$ cat src/rtl/cpu_types_pkg.sv
// Shared decode types: immediate format codes, RV opcode constants and the
// occupancy states of the immediate-generator output buffer.
package cpu_types_pkg;

    typedef enum logic [2:0] {
        FMT_R   = 3'd0,
        FMT_I   = 3'd1,
        FMT_S   = 3'd2,
        FMT_B   = 3'd3,
        FMT_U   = 3'd4,
        FMT_J   = 3'd5,
        FMT_Z   = 3'd6,
        FMT_BAD = 3'd7
    } imm_fmt_t;

    typedef enum logic [1:0] {
        ST_EMPTY = 2'd0,
        ST_ONE   = 2'd1,
        ST_FULL  = 2'd2
    } skid_state_t;

    localparam logic [6:0] OPC_LOAD   = 7'b0000011;
    localparam logic [6:0] OPC_OP_IMM = 7'b0010011;
    localparam logic [6:0] OPC_JALR   = 7'b1100111;
    localparam logic [6:0] OPC_STORE  = 7'b0100011;
    localparam logic [6:0] OPC_BRANCH = 7'b1100011;
    localparam logic [6:0] OPC_JAL    = 7'b1101111;
    localparam logic [6:0] OPC_LUI    = 7'b0110111;
    localparam logic [6:0] OPC_AUIPC  = 7'b0010111;
    localparam logic [6:0] OPC_OP     = 7'b0110011;
    localparam logic [6:0] OPC_SYSTEM = 7'b1110011;

endpackage

$ cat src/rtl/imm_decode_lane.sv
// Combinational immediate decode for a single 32-bit instruction.
// IMM_GEN_CSR_EN selects CSR-aware decode of SYSTEM (zimm / CSR address).
module imm_decode_lane
    import cpu_types_pkg::*;
#(
    parameter int XLEN = 32
) (
    input  logic [31:0]     inst_i,
    output logic [XLEN-1:0] imm_o,
    output imm_fmt_t        fmt_o,
    output logic            illegal_o
);

    logic        s;
    logic signed [31:0] imm32;

    assign s = inst_i[31];

    always_comb begin
        imm32     = '0;
        fmt_o     = FMT_BAD;
        illegal_o = 1'b1;
        case (inst_i[6:0])
            OPC_LOAD, OPC_OP_IMM, OPC_JALR: begin
                // Shift immediates keep the raw field; the ALU masks shamt.
                imm32     = {{20{s}}, inst_i[31:20]};
                fmt_o     = FMT_I;
                illegal_o = 1'b0;
            end
            OPC_STORE: begin
                imm32     = {{20{s}}, inst_i[31:25], inst_i[11:7]};
                fmt_o     = FMT_S;
                illegal_o = 1'b0;
            end
            OPC_BRANCH: begin
                imm32     = {{19{s}}, inst_i[31], inst_i[7], inst_i[30:25], inst_i[11:8], 1'b0};
                fmt_o     = FMT_B;
                illegal_o = 1'b0;
            end
            OPC_JAL: begin
                imm32     = {{11{s}}, inst_i[31], inst_i[19:12], inst_i[20], inst_i[30:21], 1'b0};
                fmt_o     = FMT_J;
                illegal_o = 1'b0;
            end
            OPC_LUI, OPC_AUIPC: begin
                imm32     = {inst_i[31:12], 12'b0};
                fmt_o     = FMT_U;
                illegal_o = 1'b0;
            end
            OPC_OP: begin
                fmt_o     = FMT_R;
                illegal_o = 1'b0;
            end
            OPC_SYSTEM: begin
                illegal_o = 1'b0;
`ifdef IMM_GEN_CSR_EN
                if (inst_i[14]) begin
                    imm32 = {27'b0, inst_i[19:15]};
                    fmt_o = FMT_Z;
                end else begin
                    imm32 = {{20{s}}, inst_i[31:20]};
                    fmt_o = FMT_I;
                end
`else
                fmt_o = FMT_R;
`endif
            end
            default: begin
                imm32     = '0;
                fmt_o     = FMT_BAD;
                illegal_o = 1'b1;
            end
        endcase
    end

    // imm32 is signed, so widening replicates bit 31 (zimm has bit 31 clear).
    assign imm_o = XLEN'(imm32);

endmodule

$ cat src/rtl/imm_gen_pipe.sv
// Multi-lane registered immediate generator with a 2-entry skid buffer.
// Build option IMM_GEN_CSR_EN is forwarded to each imm_decode_lane.
module imm_gen_pipe
    import cpu_types_pkg::*;
#(
    parameter int XLEN  = 32,
    parameter int LANES = 1
) (
    input  logic                  CLK,
    input  logic                  nRST,
    input  logic                  flush,
    input  logic                  in_valid,
    output logic                  in_ready,
    input  logic [LANES*32-1:0]   in_inst,
    output logic                  out_valid,
    input  logic                  out_ready,
    output logic [LANES*XLEN-1:0] out_imm,
    output logic [LANES*3-1:0]    out_fmt,
    output logic [LANES-1:0]      out_illegal
);

    localparam int IW = LANES * XLEN;
    localparam int FW = LANES * 3;
    localparam int BW = IW + FW + LANES;

    logic [IW-1:0]    dec_imm;
    logic [FW-1:0]    dec_fmt;
    logic [LANES-1:0] dec_ill;
    logic [BW-1:0]    dec_bundle;

    skid_state_t      state_q, state_d;
    logic [BW-1:0]    out_q, out_d;
    logic [BW-1:0]    skid_q, skid_d;
    logic             accept, pop;

    generate
        for (genvar gi = 0; gi < LANES; gi++) begin : g_lane
            imm_fmt_t lane_fmt;

            imm_decode_lane #(
                .XLEN (XLEN)
            ) u_lane (
                .inst_i    (in_inst[32*gi +: 32]),
                .imm_o     (dec_imm[XLEN*gi +: XLEN]),
                .fmt_o     (lane_fmt),
                .illegal_o (dec_ill[gi])
            );

            assign dec_fmt[3*gi +: 3] = lane_fmt;
        end
    endgenerate

    assign dec_bundle = {dec_imm, dec_fmt, dec_ill};

    // Handshake flags decode straight from the state register.
    assign in_ready  = (state_q != ST_FULL);
    assign out_valid = (state_q != ST_EMPTY);
    assign accept    = in_valid && in_ready;
    assign pop       = out_valid && out_ready;

    assign {out_imm, out_fmt, out_illegal} = out_q;

    always_ff @(posedge CLK or negedge nRST) begin
        if (!nRST) begin
            state_q <= ST_EMPTY;
            out_q   <= '0;
            skid_q  <= '0;
        end else begin
            state_q <= state_d;
            out_q   <= out_d;
            skid_q  <= skid_d;
        end
    end

    always_comb begin
        state_d = state_q;
        out_d   = out_q;
        skid_d  = skid_q;
        if (flush) begin
            state_d = ST_EMPTY;
        end else begin
            case (state_q)
                ST_EMPTY: begin
                    if (accept) begin
                        out_d   = dec_bundle;
                        state_d = ST_ONE;
                    end
                end
                ST_ONE: begin
                    if (accept && pop) begin
                        out_d = dec_bundle;
                    end else if (accept) begin
                        skid_d  = dec_bundle;
                        state_d = ST_FULL;
                    end else if (pop) begin
                        state_d = ST_EMPTY;
                    end
                end
                ST_FULL: begin
                    if (pop) begin
                        out_d   = skid_q;
                        state_d = ST_ONE;
                    end
                end
                default: state_d = ST_EMPTY;
            endcase
        end
    end

endmodule

$ cat config.mk
export PLATFORM = sky130hd
export DESIGN_NAME = imm_gen_pipe
export DESIGN_NICKNAME = d
export VERILOG_FILES = /design/src/rtl/cpu_types_pkg.sv /design/src/rtl/imm_decode_lane.sv /design/src/rtl/imm_gen_pipe.sv
export SDC_FILE = /design/constraint.sdc
export NUM_CORES = 1
export LEC_CHECK = 0
export ABC_AREA = 0
export ABC_CLOCK_PERIOD_IN_PS = 2060
export CORE_ASPECT_RATIO = 1.2
export CORE_MARGIN = 2
export CORE_UTILIZATION = 46
export DETAILED_ROUTE_END_ITERATION = 6
export PLACE_DENSITY = 0.76
export SYNTH_ARGS = -nofsm -noshare
export SYNTH_HDL_FRONTEND = slang
export SYNTH_SLANG_ARGS = --single-unit
$ cat constraint.sdc
create_clock -name CLK -period 2.06 [get_ports CLK]
set_clock_uncertainty 0.1 [all_clocks]
set_input_delay 0.309 -clock CLK [delete_from_list [all_inputs] [get_ports CLK]]
set_output_delay 0.309 -clock CLK [all_outputs]
set_load 0.05 [all_outputs]
### After elaboration in Yosys (flattened, before gate mapping)

Index checks and enable logic that the tools add are counted.
Widths: inputs -> output; s select.

* $add $sub $neg: 0
* multipliers: 0
* divide/modulo/power cells: 0
* magnitude comparators: 0
* equality and inequality tests: 20
* shift operators: 0
* muxes and demuxes: 14
* bitwise gates (word level): 2
* reduce and logical (&&, ||, !) cells: 13

Operators by type and width (number)
* $pmux 32 s5: 1
* $mux 36: 3
* $pmux 36 s3: 1
* $eq 7x7->1 const B: 4
* $eq 7x6->1 const B: 3
* $pmux 3 s6: 1
* $eq 7x5->1 const B: 2
* $mux 2: 6
* $reduce_or 10->1: 1
* $ne 3x3->1 const B: 3
* $ne 2x2->1 const B: 4
* $reduce_and 4->1: 2
* $eq 7x2->1 const B: 1
* $pmux 2 s3: 1
* $reduce_and 5->1: 1
* $ne 4x4->1 const B: 1
* $reduce_or 2->1: 2
* $logic_and 1x1->1: 3
* $reduce_bool 3->1: 1
* $reduce_or 3->1: 1
* $eq 2x1->1 const B: 1
* $eq 2x2->1 const B: 1
* $logic_not 2->1: 1
* $not 1->1: 2
* other kinds (2): 2

* register bits after elaboration: 74
* bits in latches: 0
* RAM bits: 0
* bits in read-only memories: 0
* bits of input ports: 37
* output and inout port bits: 38
* word-level logic and storage cells: 52
* memories kept: 0

### Depth between registers and ports, before layout

* depth in word-level cells: 7
* gate-level depth with buffers: 6
* depth with buffers taken out: 5

### Hierarchy

Synthesis repeated with hierarchy kept, for this count alone.

* cells, all modules: 391
* area, all modules: 4027.6 um2

By module, submodules not included
* imm_gen_pipe: instances 1, cells an instance 285, area an instance 3339.5 um2, seq. area each 1851.8 um2
* imm_decode_lane: instances 1, cells an instance 106, area an instance 688.2 um2, seq. area each 0.0 um2

### Least setup slack after synthesis

OpenSTA, ideal clock, no wires.

* kind: register to register
* from: reg state_q[1]
* to: reg out_q[10]
* library setup time: 80 ps
* arrival: 1805 ps
* data required time: 1880 ps
* slack: 75 ps
* stages on the path, launching flop included: 7
* buffers on the path: 2
* period minus slack after synthesis: 1985 ps
* cell sequence: dfrtp_1 > nor2b_1 > buf_2 > clkinv_1 > clkbuf_1 > o211ai_1 > a2bb2oi_1

* cells in the longest elaborated chain, start to end: 5
* elaborated cells on any way between the ends: 14
* classes of those cells: eq/ne (6); mux (1); reduce/logical (7)

RTL lines
* from (decl): line imm_gen_pipe.sv:31 `skid_state_t state_q, state_d;`
* from (signal assigned): line imm_gen_pipe.sv:69 `state_q <= state_d;`
* $ne 2x2->1 (*): line imm_gen_pipe.sv:56 `assign in_ready = (state_q != ST_FULL);`
* via in_ready: line imm_gen_pipe.sv:13 `output logic in_ready,`
* $logic_and 1x1->1 (*): line imm_gen_pipe.sv:58 `assign accept = in_valid && in_ready;`
* $logic_and 1x1->1: line imm_gen_pipe.sv:90 `if (accept && pop) begin`
* $ne 2x2->1 (no source line)
* $reduce_and 5->1 (no source line) (*)
* to (signal assigned): line imm_gen_pipe.sv:70 `out_q <= out_d;`
* to (decl): line imm_gen_pipe.sv:32 `logic [BW-1:0] out_q, out_d;`

The timed path passes the listed nets; every way through them passes the cells marked *.
A chain may end at the register's enable or synchronous reset.

### Worst setup path after layout

* from: reg state_q[1]
* to: out in_ready

* cells in the longest elaborated chain, start to end: 1

RTL lines (line)
* $ne 2x2->1: imm_gen_pipe.sv:56
* to (decl): imm_gen_pipe.sv:13

Every way passes these cells.

==> flow_summary.yaml <==
sta:
  finalSetupViolCount: 0
  min_period_over_period: 0.963
  hold_violations: 0
  tightest_slew_ns: 0.517
  slew_viol_final: 0
  slew_headroom: 0.654
  final.min_clock_period_ns: 1.98
  rsz0062_at_grt: "false"
  max_freq_mhz: 504
yosys:
  synth_top_flop_cell: "dfrtp_1"
  netlist_area_mm2: 0.00383
  synth_area_leader_cell: "dfrtp_1"
  seq_area_frac_synth: 0.483
  syn-num-nets: 443
  ys_ff_latch: 74
  synth_edf_count: 0
  yosysWarnings: 0
  yosysTopAreaCellShare: 0.483
  avgSynthCellArea_um2: 9.44
  syn_inst: 406
  netlist_top_cells_area: "dfrtp_1, o21ai_0, nor2_1, nand2_1, o31ai_1"
  async_flop_share: 1.00
  synth.distinct_cells: 48
global_route:
  grt_max_degree: 61
  grt-ovfl-total: 0
  grt_pass1_vias: 3661
  antenna_found_initial: 0
  grtUsageTotal: 0.246
  grt_pass1_wl_um: 17800
cts:
  cts-root-buf: "clkbuf_8"
  clk_pin_slew_ns: 0.08
  cts_htree_levels: 3
  cts_sinks: 74
  cts_tree: "built"
  cts_made_buffers: 9
  clock_latency_ns: 0.36
  cts_buffer_depth: 2
layout:
  area_delta_synth_final_pct: 37.0
  utilization: 0.648
  diodes: 0
  post_route_cells_drive_above_1_share: 0.182
  stdcell_count: 617
  nets: 555
worst_hold_path:
  min-delay-path-class: "in -> async"
route:
  drc_errors: 0
  dr.pass1.iters: 5
  vias: 3682
  drtAntennaViolNets: 0
  drtIter0Drc: 211
  vias_per_cell: 5.97
  drt_wl_total_um: 10600
  post_drt_wl_per_cell_um: 17.2
floorplan:
  start_util: 0.473
  io_pins: 75
  dieArea_mm2: 0.00908
  die_y_um: 104
  core.rowCount: 36
  core_mm2: 0.00811
  die_w_um: 87.3
power_and_ir_drop:
  p_leak_nw: 2.14
  power_density_mw_per_mm2: 802
  ir_drop_mv: 0.490
setup_path:
  path_cells: "nor2b_1, clkinv_1, buf_4"
  worst-path-buf-inv: 2
  startpoint_type: "flip-flop"
  path_delay_family: "buffers and inverters"
  arrival_ns: 1.57
  slowest_delay_ns: 0.43
  worstSetupPathType: "reg -> out"
  crit_path_end_kind: "output port"
  cp_max_fo: 6
  crit_slowest_cell: "dfrtp_1"
  crit_required_ns: 1.65
place:
  place_congestion: 0.903
  io_buffer_count: 74
  dp_hpwl_um: 7660
  placed_cells: 601
status:
  status: "complete, no violations"
flow_run:
  cap_violations: 0
## layout make-up
cell class	count	area [µm²]
Multi-Input combinational cell	281	1760
Timing Repair Buffer	135	1280
Inverter	17	63.8
Sequential cell	74	1850
Fill cell	653	2860
Clock buffer	13	139
Clock inverter	2	38.8
Tap cell	95	119
## cells in the final DEF (no fill, tap or decap), types with 9 or more instances in the layout
cell type / Yosys / routed
clkbuf_8: 0 / 9
nor2_1: 49 / 49
inv_1: 16 / 16
a221oi_1: 11 / 11
a21oi_1: 15 / 15
o211ai_1: 9 / 9
nand2_1: 39 / 39
buf_4: 1 / 55
o21ai_0: 37 / 37
clkdlybuf4s50_1: 0 / 71
nor4_1: 13 / 13
a211oi_1: 17 / 17
o31ai_1: 19 / 18
dfrtp_1: 74 / 74
## synthesized netlist by cell type, types with 8 or more instances
cell	n
clkbuf_1	22
nand2_1	39
o31ai_1	19
o211ai_1	9
a221oi_1	11
nor2_1	49
a221oi_2	8
a31oi_1	8
o21ai_0	37
a21oi_1	15
dfrtp_1	74
inv_1	16
a211oi_1	17
nor4_1	13
## final timing paths
path                       startpoint          to  slack, ns  cells past startpoint
min in group CLK           skid_q[35]  skid_q[35]       0.39                      2
max reg2reg                state_q[1]  skid_q[31]       0.19                      5
max in group asynchronous        nRST   out_q[19]       0.90                      3
max                        state_q[1]    in_ready       0.08                      3
min                              nRST   out_q[35]       0.30                      2
min reg2reg                skid_q[35]  skid_q[35]       0.39                      2
## per-stage QoR
step	setup slack (ns)	setup TNS [ns]	power, W	cell area (µm²)	hold slack (ns)
2_1_floorplan	0.0751	0	0.00263	3830	-0.0866
3_3_place_gp	-0.158	-5.48	0.00311	5060	0.149
3_5_place_dp	-0.229	-8.67	0.00315	5060	0.146
4_1_cts	0.0743	0	0.00422	5250	0.300
5_1_grt	0.0189	0	0.00441	5250	0.343
6_report	0.0772	0	0.00421	5250	0.303
## metal layers
layer | up-vias | track usage | routed length (µm)
li1 | 1733 | - | -
met4 | 0 | 0.0868 | 170
met1 | 1792 | 0.313 | 4460
met3 | 15 | 0.0532 | 609
met5 | - | 0 | 0
met2 | 142 | 0.407 | 5390
## registers in the layout, summed over array words and instances (netlist names)
signal   flops
out_q       36
skid_q      36
state_q      2
## what timing repair did
item                       in CTS  in global routing
gates resized for setup         0                  1
setup buffers                   0                  0
hold endpoints to repair       14                  0
setup endpoints to repair       0                  2
hold buffers                    1                  0
## report_power, final
part           switching (W)  total (W)  internal, W
Clock               0.000532    0.00109     0.000558
Sequential          0.000143    0.00186      0.00171
Combinational       0.000758    0.00127     0.000507
## logic make-up (layout without fill, tap and decap cells)
logic type,count (synthesis),in the layout,synth area share
buffers and inverters,51,167,0.0610
flip-flops,74,74,0.483
AND/OR/NAND/NOR,134,134,0.170
AO/OA/AOI/OAI,145,145,0.280
multiplexers,2,2,0.00555
Note: power is estimated with default switching activity, not from simulation.
